## src/rtl/muldiv_unit16.sv

```systemverilog
// muldiv_unit16: iterative 16-bit multiply / unsigned divide unit.
// Multiply is a shift-add loop and divide is a restoring loop. Each loop
// produces one partial product or one quotient bit per cycle, for 16 cycles.
// The result is written back to a register-file port, and writes to r0 are
// suppressed.
module muldiv_unit16 #(
    parameter int WIDTH = 16
) (
    input  logic             clk,
    input  logic             rst,
    input  logic             start,
    input  logic [1:0]       op,
    input  logic [WIDTH-1:0] a,
    input  logic [WIDTH-1:0] b,
    input  logic [3:0]       dest,
    output logic             busy,
    output logic             done,
    output logic [WIDTH-1:0] result,
    output logic             wr_en,
    output logic [3:0]       wr_addr
);

    localparam int CW = $clog2(WIDTH);
    localparam logic [CW-1:0] LAST = CW'(WIDTH - 1);

    typedef enum logic [1:0] {
        IDLE = 2'b00,
        RUN  = 2'b01,
        FIN  = 2'b10
    } state_t;

    state_t             state_q, state_d;
    logic [CW-1:0]      cnt_q, cnt_d;
    logic [1:0]         op_q, op_d;
    logic [WIDTH-1:0]   a_q, a_d;
    logic [WIDTH-1:0]   b_q, b_d;
    logic [3:0]         addr_q, addr_d;
    logic [2*WIDTH-1:0] prod_q, prod_d;
    logic [WIDTH:0]     rem_q, rem_d;
    logic [WIDTH-1:0]   quo_q, quo_d;
    logic [WIDTH-1:0]   result_q, result_d;

    logic [WIDTH:0]     rem_sh;
    logic [WIDTH-1:0]   sel;
    logic               fin_live;

    // Select the final value for the latched op from the accumulators.
    always_comb begin
        sel = '0;
        case (op_q)
            2'b00:   sel = prod_q[WIDTH-1:0];
            2'b01:   sel = prod_q[2*WIDTH-1:WIDTH];
            2'b10:   sel = quo_q;
            default: sel = rem_q[WIDTH-1:0];
        endcase
    end

    // Next-state logic and datapath step for the multiply and divide loops.
    always_comb begin
        state_d  = state_q;
        cnt_d    = cnt_q;
        op_d     = op_q;
        a_d      = a_q;
        b_d      = b_q;
        addr_d   = addr_q;
        prod_d   = prod_q;
        rem_d    = rem_q;
        quo_d    = quo_q;
        result_d = result_q;
        rem_sh   = {rem_q[WIDTH-1:0], a_q[LAST - cnt_q]};

        case (state_q)
            IDLE: begin
                if (start) begin
                    op_d   = op;
                    a_d    = a;
                    b_d    = b;
                    addr_d = dest;
                    cnt_d  = '0;
                    prod_d = '0;
                    // Divide by zero skips the loop. The accumulators are
                    // preloaded with the quotient (all ones) and remainder (a)
                    // that a zero divisor defines.
                    if (op[1] && (b == '0)) begin
                        quo_d   = '1;
                        rem_d   = {1'b0, a};
                        state_d = FIN;
                    end else begin
                        quo_d   = '0;
                        rem_d   = '0;
                        state_d = RUN;
                    end
                end
            end
            RUN: begin
                if (!op_q[1]) begin
                    if (b_q[cnt_q])
                        prod_d = prod_q + ({{WIDTH{1'b0}}, a_q} << cnt_q);
                end else begin
                    // Restoring step: bring in the next dividend bit, MSB
                    // first, and subtract the divisor when it fits.
                    if (rem_sh >= {1'b0, b_q}) begin
                        rem_d = rem_sh - {1'b0, b_q};
                        quo_d = {quo_q[WIDTH-2:0], 1'b1};
                    end else begin
                        rem_d = rem_sh;
                        quo_d = {quo_q[WIDTH-2:0], 1'b0};
                    end
                end
                cnt_d = cnt_q + 1'b1;
                if (cnt_q == LAST)
                    state_d = FIN;
            end
            FIN: begin
                result_d = sel;
                state_d  = IDLE;
            end
            default: state_d = IDLE;
        endcase
    end

    // State and datapath registers. A synchronous reset aborts any operation.
    always_ff @(posedge clk) begin
        if (rst) begin
            state_q  <= IDLE;
            cnt_q    <= '0;
            op_q     <= '0;
            a_q      <= '0;
            b_q      <= '0;
            addr_q   <= '0;
            prod_q   <= '0;
            rem_q    <= '0;
            quo_q    <= '0;
            result_q <= '0;
        end else begin
            state_q  <= state_d;
            cnt_q    <= cnt_d;
            op_q     <= op_d;
            a_q      <= a_d;
            b_q      <= b_d;
            addr_q   <= addr_d;
            prod_q   <= prod_d;
            rem_q    <= rem_d;
            quo_q    <= quo_d;
            result_q <= result_d;
        end
    end

    // Gating the FIN outputs with rst means an op aborted in FIN never
    // pulses done or wr_en.
    always_comb begin
        fin_live = (state_q == FIN) && !rst;
        busy     = (state_q != IDLE);
        done     = fin_live;
        result   = fin_live ? sel : result_q;
        wr_en    = fin_live && (addr_q != 4'd0);
        wr_addr  = addr_q;
    end

endmodule

```

## config.mk

```make
export PLATFORM = sky130hd
export DESIGN_NAME = muldiv_unit16
export DESIGN_NICKNAME = d
export VERILOG_FILES = /design/src/rtl/muldiv_unit16.sv
export SDC_FILE = /design/constraint.sdc
export NUM_CORES = 1
export LEC_CHECK = 0
export ABC_AREA = 1
export BUFFER_PORTS_ARGS = -buffer_cell sky130_fd_sc_hd__buf_2
export CAP_MARGIN = 10
export CORE_ASPECT_RATIO = 1.4
export CORE_MARGIN = 5
export CORE_UTILIZATION = 56
export CTS_CLUSTER_DIAMETER = 60
export CTS_CLUSTER_SIZE = 24
export DETAILED_ROUTE_END_ITERATION = 12
export GPL_TIMING_DRIVEN = 0
export PLACE_DENSITY = 0.78
export SYNTH_ARGS = -nofsm -noshare
export SYNTH_HDL_FRONTEND = slang
export SYNTH_SLANG_ARGS = --single-unit
export TNS_END_PERCENT = 100
```

## constraint.sdc

```tcl
create_clock -name clk -period 2.7 [get_ports clk]
set_input_delay 0.135 -clock clk [delete_from_list [all_inputs] [get_ports clk]]
set_output_delay 0.135 -clock clk [all_outputs]
set_load 0.02 [all_outputs]
```

==> flow_summary.toml, run 1 <==
[logic_synthesis]
synth_top_family_by_area = "simple AND/OR/NAND/NOR gates"
synth_edf_count = 0
ys_warn_count = 0
yosys.area_share.simple = 0.3662
syn-num-nets = 1778
netlist_top_cells_area = "dfxtp_1, nand2_1, inv_1"
syn_inst = 1687
synth_compound_area_frac = 0.1703
yosysTopAreaCellShare = 0.2531
synth_common_cells = "nand2_1, inv_1, nor2_1"
ys_async_sr_fraction = 0
synthDistinctLibCells = 42
synth-seq-cells = 124
syn_area_sq_um = 9808
yosysMostFrequentCell = "nand2_1"
syn_avg_cell_area_sq_um = 5.814
synth-xor-area-share = 0.01518
ys.flop_type = "dfxtp_1"
synth_fa_ha_area_frac = 0.06531
synth_top_cell_by_area = "dfxtp_1"
synthMuxAreaShare = 0
synth_seq_area_share = 0.2531

[cells_and_area]
area_growth_syn_to_layout_pct = 36.54
drive_above_1_share = 0.2903
nets = 1929
final_core_util = 0.7727

[global_routing]
grt_usage = 0.3768
grt-ovfl-total = 0
grt_pass1_wl_um = 58920
first_global_vias = 11203
antenna_found_initial = 1
grt_max_degree = 17

[power]
leakage_nw = 6.427
powerDensity_nw_per_um2 = 575.7
ir_worst_vdd_v = 0.0004083

[sta]
holdWs_ns = 0.003416
rsz0062_at_grt = "true"
finalClockSkew_ns = 0.01368
setup_slack_ns = -0.5860
maxSlewHeadroom = 0.5652
post-route-period-util = 1.217
hold_violations = 0
max_freq_ghz = 0.3043
tightest_slew_ns = 0.6522
fin_crit_ns = 3.286
slew_violations = 0
finalSetupViolCount = 31

[floorplanning]
die_h_um = 166.6
initial_utilization = 0.5660
rows = 57
core-area_sq_um = 17330
io_pins = 64
die_x_um = 121.9
die_area_sq_um = 20300

[outcome]
violations = "negative setup slack"
status = "finished, violations left"

[place]
dp_hpwl_um = 29670
io_buffers = 62
post-place-ws_ns = -0.8771
gp_congestion = 1.074

[worst_setup_path]
cp_cell_sequence = "buf_8 > buf_4 > o21ai_2 > or2_4 > nand3_4 > a21oi_2 > ha_2 > nand2_4 > nor2_4 > nand2_2 > nand2_4 > nand2_1 > nand2_1 > nor2_1 > nor2_1 > nand2_1 > a21oi_2"
end_kind = "flop"
crit_type = "flop to flop"
slowest_stage = "ha_2"
worst-path-buf-inv = 2
timing.critical_path.slowest_cell_delay_ns = 0.55
start_kind = "flop"
crit_arrival_ns = 3.65
crit_family = "simple AND/OR/NAND/NOR gates"
required_ns = 3.07
crit_path_frequent_cell = "nand2_1"
critPathMaxFanout = 8

[clocking]
cts_tree = "built"
path_clk_slew_ns = 0.06
cts_buffer_depth = 2
cts_buffers = 17
cts-root-buf = "clkbuf_16"
clk_latency_ns = 0.44
h-tree-depth = 4
clkSinkCount = 124

[route]
vias = 12314
antenna_left = 0
drc = 0
drt_pass1_iterations = 12
drt_iter0_markers = 1221
wire_per_inst_um = 20.97
viasPerCell = 5.900
wirelength_um = 43760

[min_path]
hold_path.class = "primary input to flop"

[job]
maxCapViolations = 0
-- power by group --
| part | switching, mW | internal (mW) | leakage (nW) | total [mW] |
|---|---|---|---|---|
| sequential | 0.144 | 1.97 | 1.02 | 2.12 |
| combinational | 1.86 | 1.11 | 5.11 | 2.98 |
| clock | 0.949 | 1.66 | 0.305 | 2.61 |
| total | 2.96 | 4.75 | 6.43 | 7.71 |
-- per-stage QoR --
step / setup TNS, ns / cells / power [mW] / area, sq um
2_1_floorplan: 0 / 1687 / 3.657 / 9808
4_1_cts: -2.791 / 2065 / 7.092 / 12190
3_5_place_dp: -24.36 / 1985 / 4.282 / 10410
6_report: -8.436 / 2087 / 7.709 / 13390
5_1_grt: -12.23 / 2086 / 8.018 / 13390
3_3_place_gp: -23.50 / 1985 / 4.256 / 10410
-- layout by cell type (no fill, tap or decap), types with 31 or more instances in the layout --
cell type and n:
nand2_1 455, inv_1 222, dfxtp_1 121, nor2_1 109
a21oi_1 92, o21ai_0 86, nand2_2 77, buf_2 74
nand3_1 71, buf_4 60, o21ai_2 33, nand3_2 32
nand2_4 31, clkbuf_1 31
-- state kept, by name (all words and copies together) (netlist names) --
signal,cells
a_q,16
wr_addr,4
b_q,16
state_q,2
rem_q,16
prod_q,32
quo_q,16
op_q,2
cnt_q,4
result_q,16
-- timing repair --
item | 4_1_cts | 5_1_grt
pin swaps | 76 | 76
hold buffers | 8 | 0
setup endpoints to repair | 63 | 45
setup buffers | 43 | 18
hold endpoints to repair | 8 | 0
resized for setup | 245 | 252
cloned | 0 | 4
-- kinds of logic after synthesis --
logic type	after synthesis
buffers and inverters	325
adder cells (fa/ha/maj)	50
flip-flops	124
XOR/XNOR	17
AND/OR/NAND/NOR	870
AO/OA/AOI/OAI	301
-- routing by layer --
layer,vias up,track usage,share of wire
met4,0,0.3111,0.12
met3,328,0.06242,0.085
met1,5595,0.3739,0.32
met2,710,0.6718,0.47
li1,5681,-,-
met5,-,0,0
-- tightest hold or removal path, delay by kind of cell --
kind / cells / cell delay, ns
buffers and inverters: 1 / 0.08
AOI/OAI and AO/OA: 2 / 0.17
-- worst paths after layout --
check	depth (start not counted)	slack, ns	startpoint	end
min	3	0.003	b[10]	b_q[10]$_SDFFE_PP0P_
max reg2reg	17	-0.59	cnt_q[0]$_SDFFE_PP0P_	prod_q[16]$_SDFFE_PP0P_
min reg2reg	2	0.46	result_q[7]$_SDFFE_PP0N_	result_q[7]$_SDFFE_PP0N_
max	17	-0.59	cnt_q[0]$_SDFFE_PP0P_	prod_q[16]$_SDFFE_PP0P_
-- layout make-up --
cell class / count / area [sq um]
diodes: 1 / 2.502
clock inverters: 13 / 215.2
inverters: 259 / 996.0
plain buffers: 63 / 352.8
well taps: 236 / 295.3
repair buffers: 134 / 949.7
flip-flops and latches: 124 / 2491
multi-input cells: 1238 / 7644
clock buffers: 18 / 439.2
fillers: 1358 / 3939
repair inverters: 1 / 6.256
(Power assumes the default switching activity.)
==> run 2, diff against run 1 <==
--- a/config.mk
+++ b/config.mk
@@ -16,6 +16,7 @@
 export DETAILED_ROUTE_END_ITERATION = 12
 export GPL_TIMING_DRIVEN = 0
 export PLACE_DENSITY = 0.78
+export REMOVE_ABC_BUFFERS = 1
 export SYNTH_ARGS = -nofsm -noshare
 export SYNTH_HDL_FRONTEND = slang
 export SYNTH_SLANG_ARGS = --single-unit
==> run 2 against run 1 <==
  * The run still ends with negative setup slack left
  * Global-route usage decreased by 2.7 points
  * Die area unchanged
  * Utilization decreased by 7.4 points
  * Cell count shrank 3.4%
  * Largest cell class unchanged
==> flow_summary.toml, run 2 (synthesis gave the netlist of run 1 again) <==
[sta]
post-route-period-util = 1.040
fin_crit_ns = 2.809
fin_setup_tns_ns = -1.095
slew_violations = 0
max_freq_ghz = 0.3560
finalSetupViolCount = 19
tightest_slew_ns = 0.7601
hold_violations = 0
finalClockSkew_ns = 0.01385
rsz0062_at_grt = "true"
maxSlewHeadroom = 0.4927
setup_slack_ns = -0.1090

[route]
wirelength_um = 37190
drt_iter0_markers = 962
drt_pass1_iterations = 6
antenna_left = 0
vias = 11502
viasPerCell = 5.705
wire_per_inst_um = 18.45
drc = 0

[floorplanning]
die_h_um = 166.6
rows = 57
initial_utilization = 0.5660
core-area_sq_um = 17330
die_x_um = 121.9
io_pins = 64
die_area_sq_um = 20300

[outcome]
violations = "negative setup slack"
status = "finished, violations left"

[cells_and_area]
fin_cells = 2016
final_cell_mix = "nand2_1, inv_1, nor2_1"
drive_above_1_share = 0.1972
top_register = "prod_q"
layout_commonest_cell = "nand2_1"
area_growth_syn_to_layout_pct = 23.51
nets = 1858
largest_reg_flops = 32
final_core_util = 0.6990
diodes = 0

[worst_setup_path]
start_kind = "flop"
required_ns = 2.98
crit_arrival_ns = 3.09
slowest_stage = "dfxtp_4"
critPathMaxFanout = 8
worst-path-buf-inv = 3
crit_family = "simple AND/OR/NAND/NOR gates"
crit_path_frequent_cell = "nand2_1"
end_kind = "flop"
crit_type = "flop to flop"
cp_cell_sequence = "or2_4 > o21ai_2 > nand2_1 > o21ai_2 > nor2_1 > a31oi_2 > o21ai_1 > ha_1 > nand2_1 > nand2_1 > inv_1 > nand2_1 > inv_1 > nand2_1 > inv_1 > nand2_2 > nand2_2 > nand2_1 > nand2_1 > nand3_1 > a21oi_1"
timing.critical_path.slowest_cell_delay_ns = 0.40

[clocking]
path_clk_slew_ns = 0.07
cts_buffer_depth = 2
clk_latency_ns = 0.44
cts_tree = "built"
clkSinkCount = 124
h-tree-depth = 4
cts-root-buf = "clkbuf_16"
cts_buffers = 17

[power]
p_seq_frac = 0.305
p_switching_mw = 2.735
leakage_nw = 5.806
p_int_mw = 4.214
combPwrFrac = 0.352
ir_worst_vdd_v = 0.0003993
switching_share = 0.3936
clkPwrFrac = 0.343
powerDensity_nw_per_um2 = 573.6

[global_routing]
grt-ovfl-total = 0
grt_max_degree = 69
grt_usage = 0.3496
grt_pass1_wl_um = 54790
antenna_found_initial = 0
first_global_vias = 10555

[place]
place_inst = 1922
dp_hpwl_um = 26820
io_buffers = 63
gp_congestion = 0.9923

[min_path]
hold_path.class = "primary input to flop"

[job]
maxCapViolations = 0
run 2: metrics by stage:
stage	hold WS (ns)	power (mW)	cell area (sq um)	worst slack, ns
3_3_place_gp	0.3856	4.152	10120	-1.507
4_1_cts	0.00006539	6.724	11470	-0.1506
2_1_floorplan	0.2041	3.565	9507	-0.3609
3_5_place_dp	0.4007	4.178	10150	-1.557
6_report	0.002760	6.949	12110	-0.1090
5_1_grt	0.006312	7.273	12110	-0.3003
run 2: worst paths after layout:
| kind | start | end | slack [ns] | cells past startpoint |
|---|---|---|---|---|
| worst max-delay path | cnt_q[0]$_SDFFE_PP0P_ | prod_q[30]$_SDFFE_PP0P_ | -0.11 | 21 |
| worst min register to register | result_q[12]$_SDFFE_PP0N_ | result_q[12]$_SDFFE_PP0N_ | 0.47 | 2 |
| worst max register to register | cnt_q[0]$_SDFFE_PP0P_ | prod_q[30]$_SDFFE_PP0P_ | -0.11 | 21 |
| worst min-delay path | b[10] | b_q[10]$_SDFFE_PP0P_ | 0.003 | 3 |
run 2: timing repair:
item                                    CTS  global route
endpoints found under the setup margin   80            79
hold buffers                             12             0
cloned                                    3             3
resized for setup                       146           117
endpoints found under the hold margin    12             0
setup buffers                            23            21
pin swaps                                43            27
run 2: tightest hold or removal path: cells and delay by family:
family                 cells  cell delay [ns]
buffers and inverters      1             0.09
AOI/OAI and AO/OA          2             0.18
run 2: power by group through the flow:
stage                     Combinational [mW]  Sequential (mW)  Clock, mW
final                                   2.45             2.12       2.38
after global placement                  2.00             2.15          0
after floorplan                         1.46             2.10          0
after global routing                    2.68             2.13       2.46
after detailed placement                2.02             2.15          0
after CTS                               2.25             2.11       2.36
run 2: area by class of cell:
cell class | instances | area (sq um)
multi-input combinational | 1240 | 6859
fill | 1591 | 5216
sequential | 124 | 2499
inverter | 259 | 1006
timing repair buffer | 121 | 828.3
clock buffer | 18 | 439.2
tap | 236 | 295.3
clock inverter | 14 | 160.2
timing repair inverter | 4 | 27.53
run 2: metal layers:
layer,up-vias,wire length [um],global-route usage
li1,5543,-,-
met1,5293,12780,0.3471
met5,-,0,0
met2,479,18650,0.6398
met4,0,3645,0.2594
met3,187,2114,0.05461
